<file path="src/rtl/dac_word_sequencer.sv">
// dac_word_sequencer: buffers channel/code writes and issues 16-bit DAC words
// to the SPI master with done/timeout handling. Option: DAC_SEQ_LDAC_EN (LDAC_n strobe).
module dac_word_sequencer #(
  parameter int FIFO_AW        = 2,
  parameter int GAP_CYCLES     = 4,
  parameter int TIMEOUT_CYCLES = 64
) (
  input  logic        Clk,
  input  logic        reset_n,
  input  logic        WordValid,
  output logic        WordReady,
  input  logic [1:0]  Channel,
  input  logic [11:0] Code,
  output logic [15:0] SerialData,
  output logic        DataoutStart,
  input  logic        DataoutDone,
  output logic        Busy,
  output logic        TimeoutErr,
  input  logic        ErrClear,
  output logic [7:0]  WordCount
`ifdef DAC_SEQ_LDAC_EN
  ,
  output logic        LDAC_n
`endif
);

  localparam int         DEPTH    = 1 << FIFO_AW;
  localparam logic [9:0] TO_LAST  = 10'(TIMEOUT_CYCLES - 1);
  localparam logic [7:0] GAP_LAST = 8'(GAP_CYCLES - 1);

  typedef enum logic [1:0] {
    S_IDLE,
    S_WAIT,
    S_GAP
`ifdef DAC_SEQ_LDAC_EN
    ,
    S_LDAC
`endif
  } state_t;

  logic [15:0]      mem_q [DEPTH];
  logic [FIFO_AW:0] wr_ptr_q;
  logic [FIFO_AW:0] rd_ptr_q;
  logic             empty;
  logic             full;
  logic             push;
  logic             pop;

  state_t           state_q;
  logic [9:0]       timer_q;
  logic [7:0]       gap_q;
  logic [15:0]      data_q;
  logic             start_q;
  logic             err_q;
  logic [7:0]       cnt_q;
`ifdef DAC_SEQ_LDAC_EN
  logic             ldac_n_q;
  logic             ldac_cnt_q;
`endif

  assign empty = (wr_ptr_q == rd_ptr_q);
  assign full  = (wr_ptr_q[FIFO_AW] != rd_ptr_q[FIFO_AW]) &&
                 (wr_ptr_q[FIFO_AW-1:0] == rd_ptr_q[FIFO_AW-1:0]);
  assign push  = WordValid && !full;
  assign pop   = (state_q == S_IDLE) && !empty;

  assign WordReady    = !full;
  assign Busy         = (state_q != S_IDLE) || !empty;
  assign SerialData   = data_q;
  assign DataoutStart = start_q;
  assign TimeoutErr   = err_q;
  assign WordCount    = cnt_q;
`ifdef DAC_SEQ_LDAC_EN
  assign LDAC_n       = ldac_n_q;
`endif

  // Word storage: formatted at push so the issue path is a plain read.
  always_ff @(posedge Clk) begin
    if (push) begin
      mem_q[wr_ptr_q[FIFO_AW-1:0]] <= {Channel, 2'b01, Code};
    end
  end

  // FIFO pointers with an extra wrap bit to tell full from empty.
  always_ff @(posedge Clk) begin
    if (!reset_n) begin
      wr_ptr_q <= '0;
      rd_ptr_q <= '0;
    end else begin
      if (push) wr_ptr_q <= wr_ptr_q + 1'b1;
      if (pop)  rd_ptr_q <= rd_ptr_q + 1'b1;
    end
  end

  // Issue FSM: start, wait for done or timeout, then hold CS-high gap.
  always_ff @(posedge Clk) begin
    if (!reset_n) begin
      state_q    <= S_IDLE;
      timer_q    <= '0;
      gap_q      <= '0;
      data_q     <= '0;
      start_q    <= 1'b0;
      err_q      <= 1'b0;
      cnt_q      <= '0;
`ifdef DAC_SEQ_LDAC_EN
      ldac_n_q   <= 1'b1;
      ldac_cnt_q <= 1'b0;
`endif
    end else begin
      start_q <= 1'b0;
      if (ErrClear) err_q <= 1'b0;
      unique case (state_q)
        S_IDLE: begin
          if (pop) begin
            data_q  <= mem_q[rd_ptr_q[FIFO_AW-1:0]];
            start_q <= 1'b1;
            timer_q <= '0;
            state_q <= S_WAIT;
          end
        end
        S_WAIT: begin
          if (DataoutDone) begin
            cnt_q   <= cnt_q + 8'd1;
            gap_q   <= '0;
            state_q <= S_GAP;
          end else if (timer_q == TO_LAST) begin
            if (!ErrClear) err_q <= 1'b1;
            gap_q   <= '0;
            state_q <= S_GAP;
          end else begin
            timer_q <= timer_q + 10'd1;
          end
        end
        S_GAP: begin
          if (gap_q == GAP_LAST) begin
`ifdef DAC_SEQ_LDAC_EN
            if (empty) begin
              ldac_n_q   <= 1'b0;
              ldac_cnt_q <= 1'b0;
              state_q    <= S_LDAC;
            end else begin
              state_q    <= S_IDLE;
            end
`else
            state_q <= S_IDLE;
`endif
          end else begin
            gap_q <= gap_q + 8'd1;
          end
        end
`ifdef DAC_SEQ_LDAC_EN
        S_LDAC: begin
          if (ldac_cnt_q) begin
            ldac_n_q <= 1'b1;
            state_q  <= S_IDLE;
          end else begin
            ldac_cnt_q <= 1'b1;
          end
        end
`endif
        default: state_q <= S_IDLE;
      endcase
    end
  end

endmodule

</file>
<file path="config.mk">
export PLATFORM = sky130hd
export DESIGN_NAME = dac_word_sequencer
export DESIGN_NICKNAME = d
export VERILOG_FILES = /design/src/rtl/dac_word_sequencer.sv
export SDC_FILE = /design/constraint.sdc
export NUM_CORES = 1
export LEC_CHECK = 0
export ABC_AREA = 1
export CELL_PAD_IN_SITES_DETAIL_PLACEMENT = 1
export CELL_PAD_IN_SITES_GLOBAL_PLACEMENT = 1
export CORE_ASPECT_RATIO = 0.7
export CORE_UTILIZATION = 35
export CTS_BUF_LIST = sky130_fd_sc_hd__clkbuf_16
export DETAILED_ROUTE_END_ITERATION = 7
export HOLD_SLACK_MARGIN = 0.06
export PLACE_DENSITY_LB_ADDON = 0.12
export SETUP_SLACK_MARGIN = 0.05
export SYNTH_ARGS = -nofsm -noshare
export SYNTH_HDL_FRONTEND = slang
export SYNTH_SLANG_ARGS = --single-unit
</file>
<file path="constraint.sdc">
create_clock -name Clk -period 1.95 [get_ports Clk]
set_input_delay 0.4875 -clock Clk [delete_from_list [all_inputs] [get_ports Clk]]
set_output_delay 0.4875 -clock Clk [all_outputs]
set_load 0.005 [all_outputs]
</file>
### Yosys cells after proc, flatten, opt, wreduce, memory -nomap -nowiden

Memory sizes are Yosys's and may differ from the RTL's. A register that Yosys moved wholly into a read port is not among the register bits.
Cells that the tools add are included.

* register bits: 52
* bits in writable memories: 56
* input port bits: 19
* memories kept: 1

* add/sub/neg operators: 5
* equal/unequal tests: 13
* muxes and demuxes: 21
* reductions and logical operators: 17

Memory list
* mem_q: words 4, bits a word 14, rd ports 1, clocked after memory_dff 1, write ports 1, line 41 `logic [15:0] mem_q [DEPTH];`

Operators by type and width (number)
* $mux W10: 3
* $mux W8: 3
* $pmux W10 S2: 1
* $add A8 B1 Y8 const B: 2
* $pmux W8 S2: 1
* $add A10 B1 Y10 const B: 1
* $eq A10 B6 Y1 const B: 1
* $ne A2 B2 Y1 const B: 5
* $eq A8 B2 Y1 const B: 1
* $mux W1: 8
* $mux W2: 4
* $add A3 B1 Y3 const B: 2
* $pmux W2 S3: 1
* $reduce_and A2 Y1: 3
* $reduce_and A3 Y1: 2
* $reduce_bool A2 Y1: 3
* $reduce_and A4 Y1: 1
* $eq A3 B3 Y1: 1
* $logic_and A1 B1 Y1: 3
* $logic_not A1 Y1: 3
* $ne A3 B3 Y1 const B: 1
* $eq A2 B1 Y1 const B: 1
* $eq A2 B2 Y1: 1
* $eq A2 B2 Y1 const B: 1
* other kinds (3): 3

### Longest topological paths before layout

* word-level depth: 6
* gate-level depth with buffers: 10
* gate-level depth less buffers: 9

### Least setup slack after synthesis

No wires, ideal clock.

* kind: register to register
* start: register wr_ptr_q[0]
* end: memory mem_q[0][0] in the netlist's numbering (enable)
* setup time: 385 ps
* data arrival time: 1493 ps
* path slack: 72 ps
* stages on the path, launching flop included: 7
* path buffers: 0
* period minus slack after synthesis: 1878 ps
* path through: dfxtp_1 -> inv_1 -> nand2_1 -> nand2_1 -> nand3b_1 -> nand2_2 -> nor2_1

* longest elaborated chain between the ends: 6

RTL lines
* from (decl): line 42 `logic [FIFO_AW:0] wr_ptr_q;`
* from (signal assigned): line 90 `if (push) wr_ptr_q <= wr_ptr_q + 1'b1;`
* $eq A2 B2 Y1: line 63 `(wr_ptr_q[FIFO_AW-1:0] == rd_ptr_q[FIFO_AW-1:0]);`
* $logic_and A1 B1 Y1: line 62 `assign full = (wr_ptr_q[FIFO_AW] != rd_ptr_q[FIFO_AW]) &&`
* $logic_not A1 Y1
* net WordReady: line 11 `output logic WordReady,`
* $logic_and A1 B1 Y1: line 64 `assign push = WordValid && !full;`
* $mux W1: line 79 `if (push) begin`
* $mux W1 (implied by the code): line 80 `mem_q[wr_ptr_q[FIFO_AW-1:0]] <= {Channel, 2'b01, Code};`
* to (decl): line 41

The timed path passes the listed nets, and every way through them passes these cells.

### Worst setup path in the final report

* start: register cnt_q[2] (netlist: WordCount[2])
* end: output WordCount[2]

RTL lines
* from (decl): line 55 `logic [7:0] cnt_q;`
* from (signal assigned): line 123 `cnt_q <= cnt_q + 8'd1;`
* to (decl): line 20 `output logic [7:0] WordCount`

No word-level cell between the ends.

==> results.cfg <==
[run]
maxCapViolCount = 0

[detailed_routing]
wl_per_cell_um = 15.2
route.vias.total = 3679
drc = 0
viasPerCell = 4.86
wl_mm = 11.5
postRouteAntennaNets = 0
drtIter0Drc = 166
dr.pass1.iters = 4

[sta]
finalMaxSlewViolations = 0
final.min_clock_period_ns = 1.82
period_share_pct = 93.6
final_hold_viol_count = 0
rsz0062_at_grt = yes
worst_slack_ns = 0.125
tightest_slew_ns = 0.554
finClkSkew_ns = 0.00801
setup_violations = 0
final.setup.tns_ns = 0
slew_headroom_pct = 62.7
max_freq_mhz = 548

[floorplanning]
num_rows = 35
start_util_pct = 35.8
die_w_um = 141
die_height_um = 99.0
io-pin-count = 47
fp.dieArea_um2 = 13900
design.core.area_um2 = 13100

[placed_design]
hpwlAfterDp_mm = 8.12
gp_congestion = 0.785
pre_cts_ws_ns = 0.120
numPortBuffers = 45

[final_layout]
synthToLayoutAreaGrowth_pct = 22.4
multi_input_area_um2 = 1720
post_route_cells_drive_above_1_share_pct = 11.3
diodes = 0
layout.nets = 613
seq_area_um2 = 2710
fin_util_pct = 43.9
fill_cells = 1517

[hold_path]
hold_path_class = reg -> reg
whs_endpoint = SerialData[6]
holdPathStages = 2
hold_start = SerialData[6]

[synthesis]
syn-num-nets = 557
ys_seq_area_share_pct = 57.4
syn_inst = 530
syn-cell-area_um2 = 4710
ys_ff_latch = 107
avgSynthCellArea_um2 = 8.88
ys_types = 31
synth_warnings = 0

[worst_setup_path]
reg2reg_slack_ns = 0.28
cpMaxStageDelayCell = clkdlybuf4s50_1
worstPathArrival_ns = 1.34
crit_chain = clkdlybuf4s50_1
critPathTopFamily = buffers and inverters
crit_required_ns = 1.46
worst-path-buf-inv = 1
reg2reg_depth = 5
r2r_start = rd_ptr_q[1]
crit_type = reg -> out
cpPeakStageDelay_ns = 0.55
reg2reg_to = SerialData[1]
crit_path_end_kind = output port
crit_path_start_kind = flip-flop
cp_max_fo = 5

[power]
switchingPower_mw = 2.51
clkPwrFrac_pct = 26.1
p_comb_share_pct = 33.7
p_leak_nw = 2.12
max-vdd-ir-drop_mv = 0.547
power.density_nw_per_um2 = 1220
seqPwrFrac_pct = 40.2
intPower_mw = 4.53
p_sw_share_pct = 35.7

[grt]
grt_pass1_wl_mm = 19.0
grt_pass1_vias = 3706
grt_use_total_pct = 17.7
grt_max_degree = 31
overflow = 0
antenna_found_initial = 0

[status]
status = completed

[clock_tree]
cts_tree = built
path_clk_slew_ns = 0.07
numCtsBuffers = 9
clockBufferDepth = 2
clock_latency_ns = 0.35
cts.sinks = 107
cts-root-buf = clkbuf_16
htree_levels = 3
## routing by layer
layer	vias up	GRT usage (%)	routed length, um
met5	-	0	0
met1	1766	24.9	6140
li1	1854	-	-
met2	52	28.2	4990
met4	0	4.01	76
met3	7	3.55	299
## repair_timing
| action | in CTS | in global routing |
|---|---|---|
| buffers inserted | 2 | 0 |
| hold buffers | 0 | 0 |
| cloned | 0 | 0 |
| resized for setup | 6 | 7 |
| endpoints found under the setup margin | 2 | 2 |
## metrics by stage
| stage | area [um2] | hold WS, ns | total power [mW] | std cells |
|---|---|---|---|---|
| after floorplan | 4710 | 0.446 | 4.38 | 530 |
| after global placement | 5430 | 0.441 | 5.20 | 739 |
| after detailed placement | 5430 | 0.476 | 5.28 | 739 |
| after CTS | 5750 | 0.492 | 7.15 | 757 |
| after global routing | 5760 | 0.515 | 7.53 | 757 |
| final | 5760 | 0.485 | 7.04 | 757 |
## cells in the final DEF (no fill, tap or decap)
cell / n
a211oi_1: 1
a21oi_1: 23
a21oi_2: 2
buf_12: 5
buf_4: 15
bufinv_16: 1
clkbuf_16: 9
clkdlybuf4s15_1: 1
clkdlybuf4s50_1: 43
clkinv_1: 1
clkinv_4: 2
clkinvlp_4: 1
conb_1: 1
dfxtp_1: 46
dfxtp_2: 3
dfxtp_4: 2
dlygate4sd2_1: 1
edfxtp_1: 56
ha_1: 8
inv_1: 38
inv_2: 4
inv_6: 2
nand2_1: 85
nand2_2: 6
nand2_4: 1
nand3_1: 27
nand3_2: 6
nand3b_1: 4
nand4_1: 4
nor2_1: 114
nor2_2: 5
nor3_1: 5
nor3_2: 1
o21a_1: 1
o21ai_0: 43
o21ai_1: 20
or2_2: 1
xnor2_2: 1
xor2_1: 2
## cell families (layout without fill, tap and decap cells)
| logic type | Yosys count | count (layout) | synth area share, % |
|---|---|---|---|
| simple gates | 259 | 259 | 23.7 |
| xor+xnor | 3 | 3 | 0.718 |
| fa+ha+maj | 8 | 8 | 2.13 |
| other cells | 1 | 1 | 0.0797 |
| buf+inv | 62 | 123 | 6.14 |
| compound gates | 90 | 90 | 9.84 |
| flops | 107 | 107 | 57.4 |
## power by group through the flow
| stage | combinational (mW) | sequential, mW | clock [mW] |
|---|---|---|---|
| after floorplan | 1.52 | 2.86 | 0 |
| after global placement | 2.33 | 2.87 | 0 |
| after detailed placement | 2.40 | 2.88 | 0 |
| after CTS | 2.41 | 2.83 | 1.91 |
| after global routing | 2.67 | 2.87 | 1.99 |
| final | 2.37 | 2.83 | 1.84 |
## area by class of cell
| class | instances | share of cell area, % |
|---|---|---|
| multi-input combinational | 361 | 29.8 |
| sequential | 107 | 47.1 |
| clock inverter | 7 | 1.32 |
| inverter | 42 | 2.74 |
| clock buffer | 9 | 3.91 |
| timing repair buffer | 65 | 11.5 |
| tap | 166 | 3.60 |
## cells in the mapped netlist
cell type    n  area, um2
clkbuf_1     7       26.3
xor2_1       2       17.5
a21oi_2      2       17.5
nand3_1     27        135
clkinv_1     1       3.75
nand3_2      6       60.1
nand2_1     86        323
inv_1       38        143
edfxtp_1    56       1680
inv_2        3       11.3
nor2_1     115        432
nor2_2       4       25.0
a21oi_1     23        115
buf_2        3       15.0
nor3_2       1       10.0
conb_1       1       3.75
o21ai_1     20        100
buf_4        6       45.0
o21ai_0     43        215
dfxtp_1     51       1020
a211oi_1     1       7.51
nand2_2      5       31.3
nor3_1       5       25.0
o21a_1       1       7.51
nand2_4      1       11.3
nand3b_1     4       30.0
ha_1         8        100
or2_2        1       6.26
xnor2_2      1       16.3
nand4_1      4       25.0
buf_6        4       45.0
## registers in the layout (all words and copies together) (netlist names)
signal,flops
timer_q,10
TimeoutErr,1
DataoutStart,1
wr_ptr_q,3
gap_q,8
WordCount,8
state_q,2
rd_ptr_q,3
SerialData,15
mem_q,56
## worst max-delay path by stage
stage	from	end	slack (ns)	depth (start not counted)
2_1_floorplan	wr_ptr_q[0]	mem_q[0][0]	0.07	6
3_3_place_gp	wr_ptr_q[0]	WordReady	0.16	5
3_5_place_dp	wr_ptr_q[0]	WordReady	0.12	5
4_1_cts	wr_ptr_q[1]	WordReady	0.05	3
5_1_grt	wr_ptr_q[2]	WordReady	0.05	5
6_report	WordCount[2]	WordCount[2]	0.13	1
Power figures use the tool's default switching activity.
